$ cat src/rtl/whack_judge_if.sv
// Judge bus: press/mole inputs from the edge detectors, score and status back out.
// master = stimulus side (mole generator / buttons), slave = whack_judge.
interface whack_judge_if #(
   parameter int N_HOLES = 9,
   parameter int SCORE_W = 8,
   parameter int MISS_W  = 4
);
   logic [N_HOLES-1:0] press;
   logic [N_HOLES-1:0] mole_mask;
   logic               start;
   logic               time_up;
   logic [SCORE_W-1:0] score;
   logic [MISS_W-1:0]  misses;
   logic [SCORE_W-1:0] streak;
   logic [N_HOLES-1:0] mole_clear;
   logic               hit_pulse;
   logic               miss_pulse;
   logic               playing;
   logic               game_over;

   modport master (
      output press, mole_mask, start, time_up,
      input  score, misses, streak, mole_clear, hit_pulse, miss_pulse, playing, game_over
   );
   modport slave (
      input  press, mole_mask, start, time_up,
      output score, misses, streak, mole_clear, hit_pulse, miss_pulse, playing, game_over
   );
endinterface

$ cat src/rtl/whack_judge.sv
// Whack-a-mole hit/miss judge and score keeper (IDLE/PLAY/OVER, all outputs registered).
// Optional combo scoring enabled by defining JUDGE_COMBO_EN.
module whack_judge #(
   parameter int N_HOLES  = 9,
   parameter int SCORE_W  = 8,
   parameter int MISS_W   = 4,
   parameter int MAX_MISS = 10,
   parameter int COMBO_TH = 3
) (
   input  logic          clk,
   input  logic          rst_n,
   whack_judge_if.slave  bus
);
   localparam int CNT_W = $clog2(N_HOLES + 1);
   localparam int SW2   = SCORE_W + 2;
   localparam int MW2   = MISS_W + CNT_W;

   if (MAX_MISS < 1 || MAX_MISS > (2**MISS_W) - 1 || COMBO_TH > (2**SCORE_W) - 1)
      $error("whack_judge: MAX_MISS/COMBO_TH out of range");

   typedef enum logic [1:0] {IDLE = 2'd0, PLAY = 2'd1, OVER = 2'd2} state_t;

   state_t             state, state_n;
   logic [SCORE_W-1:0] score_q, score_n;
   logic [MISS_W-1:0]  miss_q, miss_n;
   logic [N_HOLES-1:0] clr_q, clr_n;
   logic               hit_q, hit_n, mpl_q, mpl_n;
   logic [CNT_W-1:0]   hits, mcnt;
   logic [CNT_W:0]     pts;
   logic [SW2-1:0]     ssum;
   logic [MW2-1:0]     msum;
`ifdef JUDGE_COMBO_EN
   logic [SCORE_W-1:0] streak_q, streak_n;
   logic [SCORE_W:0]   tsum;
`endif

   function automatic logic [CNT_W-1:0] popcnt(input logic [N_HOLES-1:0] v);
      logic [CNT_W-1:0] c;
      c = '0;
      for (int i = 0; i < N_HOLES; i++) c = c + CNT_W'(v[i]);
      return c;
   endfunction

   always_comb begin
      state_n = state;
      score_n = score_q;
      miss_n  = miss_q;
      clr_n   = '0;
      hit_n   = 1'b0;
      mpl_n   = 1'b0;
      hits    = popcnt(bus.press & bus.mole_mask);
      mcnt    = popcnt(bus.press & ~bus.mole_mask);
      pts     = {1'b0, hits};
`ifdef JUDGE_COMBO_EN
      streak_n = streak_q;
      tsum     = {1'b0, streak_q} + (SCORE_W+1)'(hits);
      // Double points only on a clean cycle once the streak entering it has reached threshold
      if (streak_q >= SCORE_W'(COMBO_TH) && mcnt == '0) pts = {hits, 1'b0};
`endif
      ssum = SW2'(score_q) + SW2'(pts);
      msum = MW2'(miss_q) + MW2'(mcnt);

      case (state)
         IDLE, OVER: begin
            if (bus.start) begin
               score_n = '0;
               miss_n  = '0;
`ifdef JUDGE_COMBO_EN
               streak_n = '0;
`endif
               state_n = PLAY;
            end
         end
         PLAY: begin
            if (bus.start) begin
               // Restart: this cycle's presses are dropped
               score_n = '0;
               miss_n  = '0;
`ifdef JUDGE_COMBO_EN
               streak_n = '0;
`endif
            end else begin
               score_n = (ssum > SW2'((2**SCORE_W) - 1)) ? '1 : ssum[SCORE_W-1:0];
               miss_n  = (msum >= MW2'(MAX_MISS)) ? MISS_W'(MAX_MISS) : msum[MISS_W-1:0];
`ifdef JUDGE_COMBO_EN
               if (mcnt != '0)        streak_n = '0;
               else if (tsum[SCORE_W]) streak_n = '1;
               else                    streak_n = tsum[SCORE_W-1:0];
`endif
               clr_n = bus.press & bus.mole_mask;
               hit_n = (hits != '0);
               mpl_n = (mcnt != '0);
               if (msum >= MW2'(MAX_MISS) || bus.time_up) state_n = OVER;
            end
         end
         default: state_n = IDLE;
      endcase
   end

   always_ff @(posedge clk or negedge rst_n) begin
      if (!rst_n) begin
         state   <= IDLE;
         score_q <= '0;
         miss_q  <= '0;
         clr_q   <= '0;
         hit_q   <= 1'b0;
         mpl_q   <= 1'b0;
`ifdef JUDGE_COMBO_EN
         streak_q <= '0;
`endif
      end else begin
         state   <= state_n;
         score_q <= score_n;
         miss_q  <= miss_n;
         clr_q   <= clr_n;
         hit_q   <= hit_n;
         mpl_q   <= mpl_n;
`ifdef JUDGE_COMBO_EN
         streak_q <= streak_n;
`endif
      end
   end

   assign bus.score      = score_q;
   assign bus.misses     = miss_q;
   assign bus.mole_clear = clr_q;
   assign bus.hit_pulse  = hit_q;
   assign bus.miss_pulse = mpl_q;
   assign bus.playing    = (state == PLAY);
   assign bus.game_over  = (state == OVER);
`ifdef JUDGE_COMBO_EN
   assign bus.streak     = streak_q;
`else
   assign bus.streak     = '0;
`endif
endmodule

$ cat src/flat_wrapper.sv
// flat-port wrapper written by rule: the top's interface ports become plain ports
module whack_judge_flat 
#(
   parameter int N_HOLES  = 9,
   parameter int SCORE_W  = 8,
   parameter int MISS_W   = 4,
   parameter int MAX_MISS = 10,
   parameter int COMBO_TH = 3
)
  (clk, rst_n, bus_press, bus_mole_mask, bus_start, bus_time_up, bus_score, bus_misses, bus_streak, bus_mole_clear, bus_hit_pulse, bus_miss_pulse, bus_playing, bus_game_over);
  whack_judge_if #(.N_HOLES(N_HOLES), .SCORE_W(SCORE_W), .MISS_W(MISS_W)) bus_i ();
  input  logic clk;
  input  logic rst_n;
  input wire logic [$bits(bus_i.press)-1:0] bus_press;
  input wire logic [$bits(bus_i.mole_mask)-1:0] bus_mole_mask;
  input wire logic [$bits(bus_i.start)-1:0] bus_start;
  input wire logic [$bits(bus_i.time_up)-1:0] bus_time_up;
  output wire logic [$bits(bus_i.score)-1:0] bus_score;
  output wire logic [$bits(bus_i.misses)-1:0] bus_misses;
  output wire logic [$bits(bus_i.streak)-1:0] bus_streak;
  output wire logic [$bits(bus_i.mole_clear)-1:0] bus_mole_clear;
  output wire logic [$bits(bus_i.hit_pulse)-1:0] bus_hit_pulse;
  output wire logic [$bits(bus_i.miss_pulse)-1:0] bus_miss_pulse;
  output wire logic [$bits(bus_i.playing)-1:0] bus_playing;
  output wire logic [$bits(bus_i.game_over)-1:0] bus_game_over;
  assign bus_i.press = bus_press;
  assign bus_i.mole_mask = bus_mole_mask;
  assign bus_i.start = bus_start;
  assign bus_i.time_up = bus_time_up;
  assign bus_score = bus_i.score;
  assign bus_misses = bus_i.misses;
  assign bus_streak = bus_i.streak;
  assign bus_mole_clear = bus_i.mole_clear;
  assign bus_hit_pulse = bus_i.hit_pulse;
  assign bus_miss_pulse = bus_i.miss_pulse;
  assign bus_playing = bus_i.playing;
  assign bus_game_over = bus_i.game_over;
  whack_judge #(.N_HOLES(N_HOLES), .SCORE_W(SCORE_W), .MISS_W(MISS_W), .MAX_MISS(MAX_MISS), .COMBO_TH(COMBO_TH)) u_core (.clk(clk), .rst_n(rst_n), .bus(bus_i));
endmodule
$ cat config.mk
export PLATFORM = sky130hd
export DESIGN_NAME = whack_judge_flat
export DESIGN_NICKNAME = d
export VERILOG_FILES = /design/src/rtl/whack_judge_if.sv /design/src/rtl/whack_judge.sv /design/src/flat_wrapper.sv
export SDC_FILE = /design/constraint.sdc
export NUM_CORES = 1
export LEC_CHECK = 0
export ABC_AREA = 1
export CAP_MARGIN = 0
export CORE_MARGIN = 2
export CORE_UTILIZATION = 40
export DETAILED_ROUTE_END_ITERATION = 10
export PLACE_DENSITY = 0.71
export SYNTH_ARGS = -nofsm -noshare
export SYNTH_HDL_FRONTEND = slang
export SYNTH_SLANG_ARGS = --single-unit
$ cat constraint.sdc
create_clock -name clk -period 1.56 [get_ports clk]
set_input_delay 0.312 -clock clk [delete_from_list [all_inputs] [get_ports clk]]
set_output_delay 0.312 -clock clk [all_outputs]
set_load 0.02 [all_outputs]
==> out/qor.csv <==
stage,metric,value,unit
timing,RSZ-0062 raised after global routing,yes,
route,post-route DRC violation count,0,
layout,layout cells sized above 1,31.53,%
critical_path,"most used cell, CP",fa_1,
timing,"Setup violations, final",16,
clock_network,CTS tree,built,
critical_path,"Largest delay share family, worst path",adder cells,
outcome,outcome,"complete, but fails checks",
timing,FMAX,254.0,MHz
critical_path,Worst setup SP type,input pin,
logic_synthesis,sequential element share of the synthesized area,30.71,%
logic_synthesis,"area leader, netlist",dfrtp_1,
power_and_ir_drop,Pwr Density,1154,nW/µm²
timing,fin crit share,252.4,%
timing,final hold violations,0,
critical_path,R2R depth,11,
placed_design,hpwl dp,3.570,mm
layout,Syn-to-layout area delta,50.86,%
logic_synthesis,Syn Area/Cell,7.926,µm²
job,max-cap violations,0,
route,drt first pass iters,4,
min_path,min-delay worst type,in2reg,
critical_path,R2R setup slack,-0.12,ns
clock_network,H-tree depth,1,
clock_network,Clock Sinks,25,
layout,Util after Layout,63.79,%
power_and_ir_drop,leak pwr,0.001798,µW
power_and_ir_drop,Psw,1555,µW
clock_network,Hold Buf Count CTS,0,
power_and_ir_drop,Clock power frac,10.8,%
critical_path,Crit. End Element,register,
critical_path,Critical Path RT,1.73,ns
power_and_ir_drop,Power Total,3548,µW
timing,Post-Route Setup TNS,-35.66,ns
min_path,Hold Path End,u_core.bus.mole_clear[1],
clock_network,clk slew on worst S/H paths,0.09,ns
min_path,hold depth,3,
grt,first-pass GRT wire length,7.824,mm
power_and_ir_drop,Internal,1992,µW
logic_synthesis,warnings from Yosys,0,
route,post-route antenna net violation count,0,
clock_network,clk buf depth,2,
floorplanning,Rows,25,
placed_design,placed instance count,388,
power_and_ir_drop,Comb power frac,64.3,%
timing,fin. max-slew vios,0,
outcome,failing checks,setup timing,
logic_synthesis,Netlist Area Pre-Place,2037,µm²
logic_synthesis,synth unique cells,27,
critical_path,worst-path maximum fanout,4,
logic_synthesis,Yosys reg bits,25,
route,DR WL/cell,11.73,µm
critical_path,reg2reg end,u_core.state[1],
floorplanning,die area,5679,µm²
timing,final setup margin,-2.377,ns
floorplanning,Starting Density,42.29,%
grt,grt ovf,0,
grt,pin count of the biggest net entering global routing,26,
power_and_ir_drop,maximum vdd drop,0.0004615,V
clock_network,Worst-Skew Late Latency,0.27,ns
power_and_ir_drop,Flop pwr share,24.9,%
layout,"commonest non-fill, non-tap cell in the layout",nand2_1,
logic_synthesis,top post-synthesis cells by area,"dfrtp_1 (31%), nand2_1 (14%), ha_1 (13%), fa_1 (12%), inv_1 (7.9%)",
route,initial drt markers,44,
layout,"commonest non-fill, non-tap cells in the layout","nand2_1 (62), inv_1 (33), buf_4 (29)",
grt,overall routing resource usage,18.05,%
logic_synthesis,top-area cell type share of the netlist area,30.71,%
floorplanning,die height,75.36,µm
placed_design,IO buf count,46,
route,vias per cell,4.508,
route,WL final,4.693,mm
layout,final non-filler cell total,400,
critical_path,launching point of the worst reg2reg path,u_core.bus.misses[0],
layout,antenna cells,0,
grt,via count of the first global-routing pass,1784,
critical_path,sum of buffers and inverters on the critical path,6,
timing,clk_skew,0.006400,ns
critical_path,worst-path cell chain,buf_6 -> buf_6 -> inv_8 -> nor2_4 -> ha_4 -> inv_2 -> fa_1 -> fa_1 -> fa_1 -> inv_1 -> ha_2 -> inv_2 -> fa_2 -> xnor2_4 -> ha_4 -> a21oi_2 -> nand3_2 -> nand3_4 -> nand3_2 -> nand2_1 -> nand2_1,
placed_design,Placer Congestion,0.8283,
floorplanning,Core Region,4817,µm²
critical_path,worst setup path class,in2reg,
placed_design,pre-CTS WS,-3.070,ns
layout,Nets,389,
clock_network,Root Buffer,clkbuf_8,
critical_path,Critical-path top delay cell,fa_1,
timing,Period minus WS final,3.937,ns
critical_path,critical path's largest stage delay,0.51,ns
layout,Fillers,437,
grt,initial antenna violation count,0,
power_and_ir_drop,Sw Share,43.84,%
route,vias,1803,
floorplanning,die width,75.36,µm
min_path,worst hold path startpoint,bus_press[1],
logic_synthesis,Mapped Cells,257,
critical_path,CP arrival,4.10,ns
clock_network,CTS buffer count,3,
floorplanning,boundary pin count,55,
[flip-flops by register name, indices dropped and copies added (netlist names)]
signal and count:
u_core.bus.miss_pulse 1, u_core.bus.mole_clear 9, u_core.bus.misses 4, u_core.bus.score 8
u_core.bus.hit_pulse 1, u_core.state 2
[layout make-up]
type                       instances  area [µm²]  share of cell area [%]
clock buffer                       4       45.04                   1.466
inverter                          48       190.2                   6.189
multi-input combinational        179        1458                   47.43
sequential                        25       625.6                   20.36
tap                               67       83.83                   2.728
timing repair buffer              77       670.6                   21.82
[power by group through the flow]
stage | Sequential (µW) | Clock, µW | Combinational (µW)
floorplan | 1020 | 0 | 1110
global route | 906 | 430 | 2530
CTS | 889 | 404 | 2030
finish | 884 | 384 | 2280
detailed placement | 891 | 0 | 1920
global placement | 891 | 0 | 1870
[how the worst max path moves through the flow]
stage / slack, ns / end / start / depth (start not counted)
global placement: -2.97 / u_core.state[1] / bus_mole_mask[0] / 19
CTS: -2.38 / u_core.state[1] / bus_press[0] / 19
floorplan: -2.26 / u_core.state[1] / bus_press[0] / 19
finish: -2.38 / u_core.state[1] / bus_press[0] / 21
detailed placement: -3.07 / u_core.state[1] / bus_mole_mask[0] / 19
global route: -2.50 / u_core.state[1] / bus_press[0] / 21
[per-layer routing]
layer	global-route usage, %	vias to the layer above	routed length (µm)
met3	5.423	4	289
met5	0	-	0
met1	21.88	833	1992
met2	32.56	48	2394
met4	2.339	0	17
li1	-	918	-
[metrics by stage]
step | cell area [µm²] | hold slack [ns]
2_1_floorplan | 2162 | 0.01641
3_3_place_gp | 2790 | 0.5078
3_5_place_dp | 2790 | 0.5178
4_1_cts | 2949 | 0.3137
5_1_grt | 3073 | 0.3301
6_report | 3073 | 0.3229
[repair_timing]
item	4_1_cts	5_1_grt
resized for setup	62	26
pin swaps	25	34
setup buffers	5	4
setup endpoints to repair	32	22
[kinds of logic (layout without fill, tap and decap cells)]
logic type	Yosys count	count (layout)	share of synthesized area (%)
DFF	25	25	30.71
and+or+nand+nor	119	119	25.06
xor gates and xnor gates	3	3	1.290
other	1	8	0.1841
adders and majority gates	33	33	24.69
buffers and inverters	60	129	13.21
AOI/OAI and AO/OA	16	16	4.852
[synthesized netlist by cell type]
master / n
xnor2_1: 3
nand2_1: 75
buf_6: 1
a21oi_2: 3
nand4_1: 2
ha_1: 21
nor2_2: 1
buf_4: 9
buf_2: 2
dfrtp_1: 25
fa_1: 12
nand2_4: 1
nand3_1: 14
o21bai_1: 2
nand2_2: 4
o21ai_1: 1
nand4_4: 1
inv_1: 43
o21ai_0: 2
conb_1: 1
or2_1: 1
clkinv_1: 1
nor3_1: 1
nor2_1: 19
a21boi_0: 1
inv_2: 4
a21oi_1: 7
[worst reg2reg max path: stages, from the launching register on]
cell and delay (ns):
dfrtp_1 0.37, ha_1 0.17, inv_1 0.06, fa_2 0.36
inv_2 0.09, nand2_4 0.06, nand2_2 0.08, nand2_2 0.07
nand3_4 0.09, nand3_2 0.11, nand2_1 0.08, nand2_1 0.05
Note: power is estimated with default switching activity, not from simulation.
